==> src/rtl/inpkt_header_v2.sv <==
// Version-2 input packet header parser / checksum verifier for the pkt_comm input path.
// Optional error recovery and err_clr handling are enabled by defining INPKT_ERR_RECOVER_EN.
module inpkt_header_v2 #(
  parameter int VERSION           = 2,
  parameter int PKT_MAX_LEN       = 65536,
  parameter int PKT_MAX_TYPE      = 7,
  parameter int CHECKSUM_INTERVAL = 0,
  parameter int DISABLE_CHECKSUM  = 0,
  localparam int TYPE_W           = $clog2(PKT_MAX_TYPE + 1)
) (
  input  logic              CLK,
  input  logic              RST_N,
  input  logic [7:0]        din,
  input  logic              wr_en,
  output logic [TYPE_W-1:0] pkt_type,
  output logic [15:0]       pkt_id,
  output logic [23:0]       pkt_len,
  output logic              pkt_data,
  output logic              pkt_end,
  output logic              pkt_err,
  output logic              err_pkt_version,
  output logic              err_pkt_type,
  output logic              err_pkt_len,
  output logic              err_pkt_checksum,
  input  logic              err_clr
);

  typedef enum logic [3:0] {
    ST_VERSION, ST_TYPE, ST_RSV0_0, ST_RSV0_1, ST_LEN0, ST_LEN1, ST_LEN2, ST_RSV1,
    ST_ID0, ST_ID1, ST_HDR_CSUM, ST_DATA, ST_DATA_CSUM, ST_END_CSUM, ST_ERROR
  } state_t;

  state_t      state, state_nxt;
  logic [31:0] sum;
  logic [1:0]  bpos;
  logic [1:0]  cpos;
  logic [23:0] csum_lo;
  logic [23:0] dcnt;
  logic [23:0] icnt;
  logic [15:0] len_lo;
  logic [7:0]  id_lo;

  // Word-wise LE sum equals the sum of each byte shifted to its lane, so no word buffer is needed.
  logic [31:0] byte_term;
  logic [23:0] len_full;
  logic        type_bad, len_bad, csum_bad, csum_last, last_byte, int_hit;
  logic        set_ver, set_type, set_len, set_csum;

  assign byte_term = 32'(din) << {bpos, 3'b000};
  assign len_full  = {din, len_lo};
  assign type_bad  = (din == 8'd0) || (32'(din) > 32'(PKT_MAX_TYPE));
  assign len_bad   = (len_full == 24'd0) || (32'(len_full) > 32'(PKT_MAX_LEN));
  assign csum_bad  = (DISABLE_CHECKSUM == 0) && ({din, csum_lo} != ~sum);
  assign csum_last = (cpos == 2'd3);
  assign last_byte = (dcnt == pkt_len - 24'd1);
  assign int_hit   = (CHECKSUM_INTERVAL != 0) && (icnt == 24'(CHECKSUM_INTERVAL - 1));

  assign set_ver  = wr_en && (state == ST_VERSION) && (din != 8'd0) && (din != 8'(VERSION));
  assign set_type = wr_en && (state == ST_TYPE) && type_bad;
  assign set_len  = wr_en && (state == ST_LEN2) && len_bad;
  assign set_csum = wr_en && csum_last && csum_bad &&
                    ((state == ST_HDR_CSUM) || (state == ST_DATA_CSUM) || (state == ST_END_CSUM));

  always_ff @(posedge CLK or negedge RST_N) begin
    if (!RST_N) state <= ST_VERSION;
    else        state <= state_nxt;
  end

  always_comb begin
    state_nxt = state;
    if (wr_en) begin
      case (state)
        ST_VERSION:   if (din != 8'd0) state_nxt = (din == 8'(VERSION)) ? ST_TYPE : ST_ERROR;
        ST_TYPE:      state_nxt = type_bad ? ST_ERROR : ST_RSV0_0;
        ST_RSV0_0:    state_nxt = ST_RSV0_1;
        ST_RSV0_1:    state_nxt = ST_LEN0;
        ST_LEN0:      state_nxt = ST_LEN1;
        ST_LEN1:      state_nxt = ST_LEN2;
        ST_LEN2:      state_nxt = len_bad ? ST_ERROR : ST_RSV1;
        ST_RSV1:      state_nxt = ST_ID0;
        ST_ID0:       state_nxt = ST_ID1;
        ST_ID1:       state_nxt = ST_HDR_CSUM;
        ST_HDR_CSUM:  if (csum_last) state_nxt = csum_bad ? ST_ERROR : ST_DATA;
        // The end checksum takes precedence when an interval boundary lands on the last byte.
        ST_DATA:      state_nxt = last_byte ? ST_END_CSUM : (int_hit ? ST_DATA_CSUM : ST_DATA);
        ST_DATA_CSUM: if (csum_last) state_nxt = csum_bad ? ST_ERROR : ST_DATA;
        ST_END_CSUM:  if (csum_last) state_nxt = csum_bad ? ST_ERROR : ST_VERSION;
`ifdef INPKT_ERR_RECOVER_EN
        ST_ERROR:     state_nxt = ST_VERSION;
`else
        ST_ERROR:     state_nxt = ST_ERROR;
`endif
        default:      state_nxt = ST_ERROR;
      endcase
    end
  end

  always_comb begin
    pkt_data = 1'b0;
    pkt_end  = 1'b0;
    pkt_err  = 1'b0;
    case (state)
      ST_DATA:  begin pkt_data = 1'b1; pkt_end = last_byte; end
      ST_ERROR: pkt_err = 1'b1;
      default:  ;
    endcase
  end

  always_ff @(posedge CLK or negedge RST_N) begin
    if (!RST_N) begin
      sum <= '0; bpos <= '0; cpos <= '0; csum_lo <= '0;
      dcnt <= '0; icnt <= '0; len_lo <= '0; id_lo <= '0;
      pkt_type <= '0; pkt_id <= '0; pkt_len <= '0;
    end else if (wr_en) begin
      case (state)
        ST_VERSION: if (din != 8'd0) begin sum <= 32'(din); bpos <= 2'd1; end
        ST_TYPE, ST_RSV0_0, ST_RSV0_1, ST_LEN0, ST_LEN1, ST_LEN2, ST_RSV1, ST_ID0, ST_ID1,
        ST_DATA: begin
          sum  <= sum + byte_term;
          bpos <= bpos + 2'd1;
        end
        ST_HDR_CSUM, ST_DATA_CSUM, ST_END_CSUM: begin
          cpos <= cpos + 2'd1;
          case (cpos)
            2'd0:    csum_lo[7:0]   <= din;
            2'd1:    csum_lo[15:8]  <= din;
            2'd2:    csum_lo[23:16] <= din;
            default: begin sum <= '0; bpos <= '0; end
          endcase
        end
        default: ;
      endcase
      case (state)
        ST_TYPE:     if (!type_bad) pkt_type <= din[TYPE_W-1:0];
        ST_LEN0:     len_lo[7:0]  <= din;
        ST_LEN1:     len_lo[15:8] <= din;
        ST_LEN2:     if (!len_bad) pkt_len <= len_full;
        ST_ID0:      id_lo <= din;
        ST_ID1:      pkt_id <= {din, id_lo};
        ST_HDR_CSUM: begin dcnt <= '0; icnt <= '0; end
        ST_DATA: begin
          dcnt <= dcnt + 24'd1;
          icnt <= int_hit ? 24'd0 : icnt + 24'd1;
        end
        default: ;
      endcase
    end
  end

  always_ff @(posedge CLK or negedge RST_N) begin
    if (!RST_N) begin
      err_pkt_version  <= 1'b0;
      err_pkt_type     <= 1'b0;
      err_pkt_len      <= 1'b0;
      err_pkt_checksum <= 1'b0;
`ifdef INPKT_ERR_RECOVER_EN
    end else if (err_clr) begin
      err_pkt_version  <= 1'b0;
      err_pkt_type     <= 1'b0;
      err_pkt_len      <= 1'b0;
      err_pkt_checksum <= 1'b0;
`endif
    end else begin
      if (set_ver)  err_pkt_version  <= 1'b1;
      if (set_type) err_pkt_type     <= 1'b1;
      if (set_len)  err_pkt_len      <= 1'b1;
      if (set_csum) err_pkt_checksum <= 1'b1;
    end
  end

`ifndef INPKT_ERR_RECOVER_EN
  logic unused_err_clr;
  assign unused_err_clr = err_clr;
`endif

endmodule

==> config.mk <==
export PLATFORM = sky130hd
export DESIGN_NAME = inpkt_header_v2
export DESIGN_NICKNAME = d
export VERILOG_FILES = /design/src/rtl/inpkt_header_v2.sv
export SDC_FILE = /design/constraint.sdc
export NUM_CORES = 1
export LEC_CHECK = 0
export BUFFER_PORTS_ARGS = -buffer_cell sky130_fd_sc_hd__buf_4
export CAP_MARGIN = 20
export CORE_MARGIN = 1.5
export CORE_UTILIZATION = 55
export CTS_BUF_LIST = sky130_fd_sc_hd__clkbuf_2 sky130_fd_sc_hd__clkbuf_4 sky130_fd_sc_hd__clkbuf_8
export CTS_CLUSTER_SIZE = 25
export DETAILED_ROUTE_END_ITERATION = 12
export PLACE_DENSITY = 0.73
export SLEW_MARGIN = 25
export SYNTH_ARGS = -nofsm -noshare
export SYNTH_HDL_FRONTEND = slang
export SYNTH_SLANG_ARGS = --single-unit
==> constraint.sdc <==
create_clock -name CLK -period 9.8 [get_ports CLK]
set_clock_uncertainty 0.1 [all_clocks]
set_input_delay 1.96 -clock CLK [delete_from_list [all_inputs] [get_ports CLK]]
set_output_delay 1.96 -clock CLK [all_outputs]
set_load 0.1 [all_outputs]
Yosys cells after proc, flatten, opt, wreduce, memory -nomap -nowiden
Cells that the tools add are included.
W data, S select, Z words.
Cells by class
  add/sub/neg operators: 5
  multiply operators: 0
  divide/modulo/power cells: 0
  magnitude comparators: 2
  eq/ne operators: 25
  shift operators: 1
  muxes and demuxes: 20
  bitwise operators: 3
  reduce and logical (&&, ||, !) cells: 38
Operators with widths (number)
  $pmux W32 S3: 1
  $mux W32: 2
  $pmux W4 S13: 1
  $pmux W24 S2: 1
  $add A32 B32 Y32: 1
  $ne A32 B32 Y1: 1
  $not A32 Y32: 1
  $shl A8 B5 Y32: 1
  $eq A4 B4 Y1 const B: 7
  $mux W4: 7
  $add A24 B1 Y24 const B: 1
  $eq A24 B24 Y1: 1
  $gt A24 B17 Y1 const B: 1
  $logic_not A24 Y1: 1
  $sub A24 B1 Y24 const B: 1
  $eq A4 B3 Y1 const B: 4
  $reduce_and A3 Y1: 5
  $reduce_and A2 Y1: 6
  $logic_and A1 B1 Y1: 10
  $reduce_or A10 Y1: 1
  $eq A4 B2 Y1 const B: 2
  $eq A8 B2 Y1 const B: 1
  $gt A8 B3 Y1 const B: 1
  $logic_not A8 Y1: 1
  other kinds (21): 35
Storage, ports and cells
  register bits after elaboration: 159
  latch bits: 0
  bits in writable memories: 0
  ROM bits: 0
  input bits: 12
  output and inout bits: 50
  word-level logic and storage cells: 112
  memories: 0

Logic depth before layout (Yosys ltp)
Gate-level depths: netlist (run 1).
  depth after elaboration: 5
  depth in mapped cells: 13
  gate-level depth less buffers: 12

Worst setup path after synthesis (run 1)
OpenSTA, ideal clock, no wires.
  kind: register to output
  start point: register pkt_len[2]
  end point: output port pkt_end
  arrival time: 4113 ps
  required time: 7740 ps
  slack: 3627 ps
  cell stages (with the launch flop): 9
  buffers on the path: 1
  cells stage by stage: dfrtp_1 buf_6 or4_4 nor2_1 xnor2_1 nand4_1 or4_1 or4_1 nor3_2
On the way
  word-level cells in the longest chain between the ends: 3
RTL lines
  start, declared: RTL line 17  | output logic [23:0] pkt_len,
  start signal, assigned: RTL line 137  | ST_LEN2: if (!len_bad) pkt_len <= len_full;
  $sub A24 B1 Y24: RTL line 55  | assign last_byte = (dcnt == pkt_len - 24'd1);
  $eq A24 B24 Y1: RTL line 55
  $mux W1: RTL line 102  | case (state)
  end, declared: RTL line 19  | output logic pkt_end,
Every way passes these cells.

Worst setup path after layout (run 1)
  start point: register pkt_len[0]
  end point: output port pkt_end
Same word-level chain as after synthesis.

==> reports/metrics.cfg, run 1 <==
[timing]
rsz0062_at_grt = false
setup_viol = 0
period_needed_ps = 5790
max_freq_ghz = 0.173
fin_hold_ws_ps = 382
fin_crit_sh_pct = 59.0
timing.final.max_slew_violations = 0
setup_tns_ps = 0
relSlewSlack_pct = 40.7
hold_viol = 0
tightest_slew_ps = 885

[setup_path]
cp-start-kind = flop
path_class = flop to output pin
critPathArrivalTime_ps = 3730
cp_max_fo = 9
worst_path_largest_cell_delay_ps = 480
worstPathCellList = inv_1 > ha_1 > nor3b_2 > nand2_2 > nor4_4 > mux2_1 > mux2i_1 > o21a_1 > or4_1 > nor3_2 > buf_4
crit_required_ps = 7740
end_kind = output pin
cp.buffers_inverters = 2
cp_top_family = simple AND/OR/NAND/NOR gates
cp_slowest_cell = dfrtp_1

[synthesis]
postSynthAreaPerCell_um2 = 9.87
synth-async-reset-ratio_pct = 100
yosysSeqAreaShare_pct = 40.7
synth_top_area_cell = dfrtp_1
synth_edf_count = 0
syn-instance-count = 989
ys_ff_latch = 159
yosysTopAreaCellShare_pct = 40.7
synth_nets = 1039
synth.area.top_cells = dfrtp_1 41%, mux2_2 9.7%, xnor2_1 7.0%, ha_1 4.7%, xor2_1 3.7%
yosysUniqueCellTypes = 79
syn_area_mm2 = 0.00976
ys_warn_count = 0
synth-main-ff-cell = dfrtp_1

[global_route]
grt_first_pass_wirelength_mm = 37.0
antenna_found_initial = 0
grt_start_max_net_pins = 108
grt.total_usage_pct = 25.7
grt_pass1_vias = 7105
grt-ovfl-total = 0

[clock_network]
cts_sinks = 159
clk_latency_ps = 470
path_clk_slew_ps = 100
root_buffer = clkbuf_8
htreeDepth = 4
clock_path_buffers = 2
cts_repair_resize_count = 0
post_cts_buffers = 0
cts_hold_buf = 0
cts_tree = done
cts_buffers = 17

[die]
start_util_pct = 56.5
ioPinCount = 62
core_mm2 = 0.0173
placementRows = 48
fp.dieW_um = 136
die_y_um = 136
die_area_mm2 = 0.0186

[placed_design]
placed_area_mm2 = 0.0104
place_hpwl_mm = 15.7
gp_congestion = 0.933
io_buffer_count = 60

[routing]
wirelength_mm = 22.5
drc = 0
firstDrtPassIters = 6
drt_first_iter_violations = 578
final_antenna_net_count = 0
vias_per_cell = 5.97
vias = 7565
wire_per_inst_um = 17.7

[finish]
area_delta_synth_final_pct = 10.3
num_antenna_cells = 0
drive_gt1_share_pct = 19.6
final_area_mm2 = 0.0108
fin_nets = 1079

[run]
maxCapViolCount = 0

[pwr]
max-vdd-ir-drop_uv = 216
p_leak_nw = 4.99
power.density_mw_per_mm2 = 248

[run_status]
status = completed

[worst_hold_path]
hp-class = flop to flop

## metrics by stage
stage	util, %	setup slack, ps	total power [W]	instances
global placement	59.9	4580	0.00215	1235
detailed placement	59.9	4540	0.00218	1235
finish	62.3	4010	0.00267	1267
CTS	62.2	4000	0.00268	1267
global route	62.3	3800	0.00284	1267
floorplan	-	3630	0.00190	989
## layer usage
layer | part of all wire [%] | global-route usage (%) | wire (um) | up-vias
met5 | 0 | 0 | 0 | -
met3 | 3.9 | 3.88 | 867 | 35
met2 | 48 | 42.1 | 10800 | 172
met1 | 46 | 35.0 | 10400 | 3723
met4 | 1.7 | 8.51 | 391 | 0
li1 | - | - | - | 3635
## flip-flops by register name (all words and copies together) (netlist names), 2 cells and up
register and count:
state 4, pkt_type 3, pkt_id 16, len_lo 16, pkt_len 24, dcnt 24
bpos 2, cpos 2, id_lo 8, sum 32, csum_lo 24
## cell usage after synthesis, types with 10 or more instances
master	n
a21o_1	10
a21oi_1	44
a22o_1	18
and2_1	33
and3_1	18
clkbuf_1	38
dfrtp_1	159
ha_1	37
inv_1	19
mux2_2	84
nand2_1	74
nand3_1	26
nand4_1	18
nor2_1	71
nor2b_1	12
nor3_1	25
nor4_1	20
o21ai_0	37
xnor2_1	78
xor2_1	41
## layout make-up
| type | count | area [um^2] |
|---|---|---|
| flip-flops and latches | 159 | 3980 |
| well taps | 225 | 282 |
| fillers | 1470 | 6530 |
| inverters | 19 | 71.3 |
| multi-input cells | 766 | 5540 |
| clock inverters | 15 | 166 |
| clock buffers | 17 | 234 |
| repair buffers | 66 | 502 |
## where the power goes
part | leakage, nW | total, W | internal (W) | switching [W]
Clock | 0.200 | 0.000495 | 0.000214 | 0.000281
Combinational | 2.68 | 0.00119 | 0.000437 | 0.000751
Sequential | 2.11 | 0.000986 | 0.000820 | 0.000165
Total | 4.99 | 0.00267 | 0.00147 | 0.00120
## kinds of logic after synthesis
kind of cell / Yosys count / synth area share, %
and+or+nand+nor: 341 / 18.5
xor gates and xnor gates: 119 / 10.7
DFF: 159 / 40.7
muxes: 87 / 10.0
AOI/OAI and AO/OA: 181 / 12.5
adders and majority gates: 38 / 4.95
buffers and inverters: 64 / 2.65
## placed cells by master, fill, tap and decap left out, drive strengths merged, types with 33 or more instances in the layout
cell and n:
o21ai 38, xor2 41, nand2 76, nor2 72, dfrtp 159, and2 33, mux2 85, xnor2 78
buf 65, a21oi 45, ha 37
## path summary, 6_finish.rpt
check | from | to | slack [ps] | depth (start not counted)
setup reg to reg | bpos[0]$_DFFE_PN0P_ | sum[17]$_DFFE_PN0P_ | 5790 | 11
hold reg to reg | err_pkt_len$_DFFE_PN0P_ | err_pkt_len$_DFFE_PN0P_ | 380 | 1
setup / recovery | pkt_len[0]$_DFFE_PN0P_ | pkt_end | 4010 | 11
hold / removal | err_pkt_len$_DFFE_PN0P_ | err_pkt_len$_DFFE_PN0P_ | 380 | 1
min in group asynchronous | RST_N | dcnt[3]$_DFFE_PN0P_ | 1480 | 1
max in group asynchronous | RST_N | len_lo[5]$_DFFE_PN0P_ | 6860 | 2
Power figures use the tool's default switching activity.
==> run 2, diff against run 1 <==
Settings changed: ABC_AREA from default to 1.
Clock period 9.8 ns to 5.86 ns, I/O delays scaled along.
==> reports/metrics.cfg, run 2 <==
[run_status]
status = completed

[setup_path]
r2r_end = sum[30]$_DFFE_PN0P_
crit_required_ps = 4590  ; -3150 ps
worstPathCellList = inv_1 > ha_1 > nand2_2 > nor2_2 > nand2_1 > nand2_1 > nand2_1 > nor2_1 > nand4_1 > nor2_1 > nand4_1 > nor2_1 > buf_4
critPathArrivalTime_ps = 3110  ; -620 ps
worst_path_largest_cell_delay_ps = 450  ; -30 ps
reg2reg_slack_ps = 2470  ; -3320 ps
r2r-start = bpos[1]$_DFFE_PN0P_
cp_slowest_cell = dfrtp_1
path_class = flop to output pin
cp_max_fo = 12  ; +3
end_kind = output pin
cp-start-kind = flop
r2r.worst_path.cells = 13  ; +2

[clock_network]
cts_sinks = 159  ; unchanged
cts_buffers = 17  ; unchanged
clock_path_buffers = 2  ; unchanged
cts_repair_resize_count = 0  ; unchanged
htreeDepth = 4  ; unchanged
clk_latency_ps = 470  ; about the same
post_cts_buffers = 0  ; unchanged
cts_hold_buf = 0  ; unchanged
root_buffer = clkbuf_8
cts_tree = done
path_clk_slew_ps = 90  ; about the same

[synthesis]
yosys-top-cells-count = 383 x nand2_1, 159 x dfrtp_1, 156 x inv_1, 155 x nor2_1, 121 x o21ai_0
synth-main-ff-cell = dfrtp_1
synth_nets = 1478  ; +42%
yosysUniqueCellTypes = 59  ; -25%
synth.most_common_cell = nand2_1
postSynthAreaPerCell_um2 = 7.26  ; -26%
ys_warn_count = 0  ; unchanged
synth.area.top_cells = dfrtp_1 38%, nand2_1 14%, o21ai_0 5.8%, inv_1 5.6%, nor2_1 5.6%
synth_edf_count = 0  ; unchanged
syn-instance-count = 1428  ; +44%
synth_top_area_cell = dfrtp_1
synth-async-reset-ratio_pct = 100  ; unchanged
yosysSeqAreaShare_pct = 38.4  ; -2.4 points
ys_ff_latch = 159  ; unchanged
syn_area_mm2 = 0.0104  ; +6.2%
yosysTopAreaCellShare_pct = 38.4  ; -2.4 points

[die]
die_area_mm2 = 0.0197  ; +6.0%
start_util_pct = 55.8  ; -0.65 points
ioPinCount = 62  ; unchanged
fp.dieW_um = 140  ; +3.0%
die_y_um = 140  ; +3.0%
placementRows = 50  ; +4.2%
core_mm2 = 0.0186  ; +7.4%

[routing]
firstDrtPassIters = 5  ; -1
wire_per_inst_um = 15.8  ; -11%
wirelength_mm = 27.3  ; +21%
vias_per_cell = 5.50  ; -7.8%
final_antenna_net_count = 0  ; unchanged
vias = 9506  ; +26%
drc = 0  ; unchanged
drt_first_iter_violations = 698  ; +21%

[timing]
timing.final.max_slew_violations = 0  ; unchanged
setup_viol = 0  ; unchanged
rsz0062_at_grt = false
period_needed_ps = 4380
tightest_slew_ps = 902  ; +17.6 ps
hold_viol = 0  ; unchanged
setup_tns_ps = 0  ; unchanged
finalWorstSetupSlack_ps = 1480  ; -2540 ps
fin_crit_sh_pct = 74.8
relSlewSlack_pct = 39.7  ; -1.0 points
max_freq_ghz = 0.228

[finish]
area_delta_synth_final_pct = 9.94
drive_gt1_share_pct = 11.2  ; -8.4 points
layout_common_cells = 383 x nand2_1, 159 x dfrtp_1, 156 x inv_1
largest_reg_flops = 32  ; unchanged
final_area_mm2 = 0.0114  ; +5.8%
fin_nets = 1530  ; +42%
top_register = sum
num_antenna_cells = 0  ; unchanged
final_common_cell = nand2_1
fillers = 1748  ; +19%

[global_route]
grt_start_max_net_pins = 76  ; -30%
grt.total_usage_pct = 29.2  ; +3.5 points
grt_pass1_vias = 9109  ; +28%
grt-ovfl-total = 0  ; unchanged
antenna_found_initial = 0  ; unchanged
grt_first_pass_wirelength_mm = 45.5  ; +23%

[placed_design]
gp_congestion = 1.01  ; +7.8%
io_buffer_count = 60  ; unchanged
placed_area_mm2 = 0.0110  ; +6.1%
place_hpwl_mm = 20.5  ; +31%
dpl_worst_slack_ps = 1680  ; -2860 ps

[worst_hold_path]
hp-class = flop to flop
min_to = err_pkt_type$_DFFE_PN0P_
whs_path_depth = 1  ; unchanged
min_from = err_pkt_type$_DFFE_PN0P_

[run]
maxCapViolCount = 0  ; unchanged

[pwr]
max-vdd-ir-drop_uv = 136  ; -37%
power.density_mw_per_mm2 = 180  ; -27%
p_leak_nw = 6.01  ; +20%

-- run 2: layer usage --
| layer | vias up | share of wire [%] | wire, um | track usage, % |
|---|---|---|---|---|
| li1 | 4790 | - | - | - |
| met4 | 0 | 3.2 | 877 | 12.0 |
| met1 | 4442 | 46 | 12500 | 38.4 |
| met2 | 218 | 48 | 13100 | 49.3 |
| met3 | 56 | 3.3 | 892 | 3.42 |
| met5 | - | 0 | 0 | 0 |
-- run 2: cell families (layout without fill, tap and decap cells) --
| logic type | Yosys count | in the layout | share of synthesized area (%) |
|---|---|---|---|
| flops | 159 | 159 | 38.4 |
| fa+ha+maj | 38 | 38 | 4.66 |
| compound gates | 249 | 249 | 13.7 |
| buf+inv | 194 | 259 | 7.34 |
| mux | 8 | 8 | 0.869 |
| xor+xnor | 45 | 45 | 3.80 |
| simple gates | 735 | 735 | 31.3 |
-- run 2: area by class of cell --
class | instances | area [um^2] | area share, %
sequential | 159 | 3980 | 34.9
timing repair buffer | 66 | 499 | 4.38
clock inverter | 14 | 148 | 1.30
inverter | 161 | 604 | 5.30
multi-input combinational | 1075 | 5630 | 49.4
clock buffer | 18 | 248 | 2.17
tap | 234 | 293 | 2.57
-- run 2: how the worst max path moves through the flow --
stage / endpoint / from / cells after the start / slack, ps
2_1_floorplan: pkt_end / pkt_len[0]$_DFFE_PN0P_ / 13 / 960
3_3_place_gp: sum[30]$_DFFE_PN0P_ / din[1] / 15 / 1760
3_5_place_dp: sum[30]$_DFFE_PN0P_ / din[1] / 15 / 1680
4_1_cts: pkt_end / pkt_len[0]$_DFFE_PN0P_ / 13 / 1450
5_1_grt: pkt_end / pkt_len[0]$_DFFE_PN0P_ / 13 / 1210
6_report: pkt_end / pkt_len[0]$_DFFE_PN0P_ / 13 / 1480
-- run 2: critical path: cells and delay by family, from the launching register on --
family / cells / cell delay, ps
AND/OR/NAND/NOR: 10 / 1380
buffers and inverters: 2 / 500
flip-flops: 1 / 450
adder cells (fa/ha/maj): 1 / 310
-- run 2: power breakdown --
part           switching, W  internal (W)  leakage (nW)  total [W]
sequential       0.00000783       0.00111          2.08    0.00111
combinational     0.0000905     0.0000309          3.74   0.000121
clock              0.000457      0.000362         0.193   0.000819
-- run 2: through the flow --
step	util (%)	hold slack, ps	cells	power (W)
detailed placement	59.2	358	1695	0.00126
CTS	61.3	381	1727	0.00207
finish	61.3	378	1727	0.00205
global route	61.3	406	1727	0.00213
global placement	59.2	346	1695	0.00125
floorplan	-	349	1428	0.00120
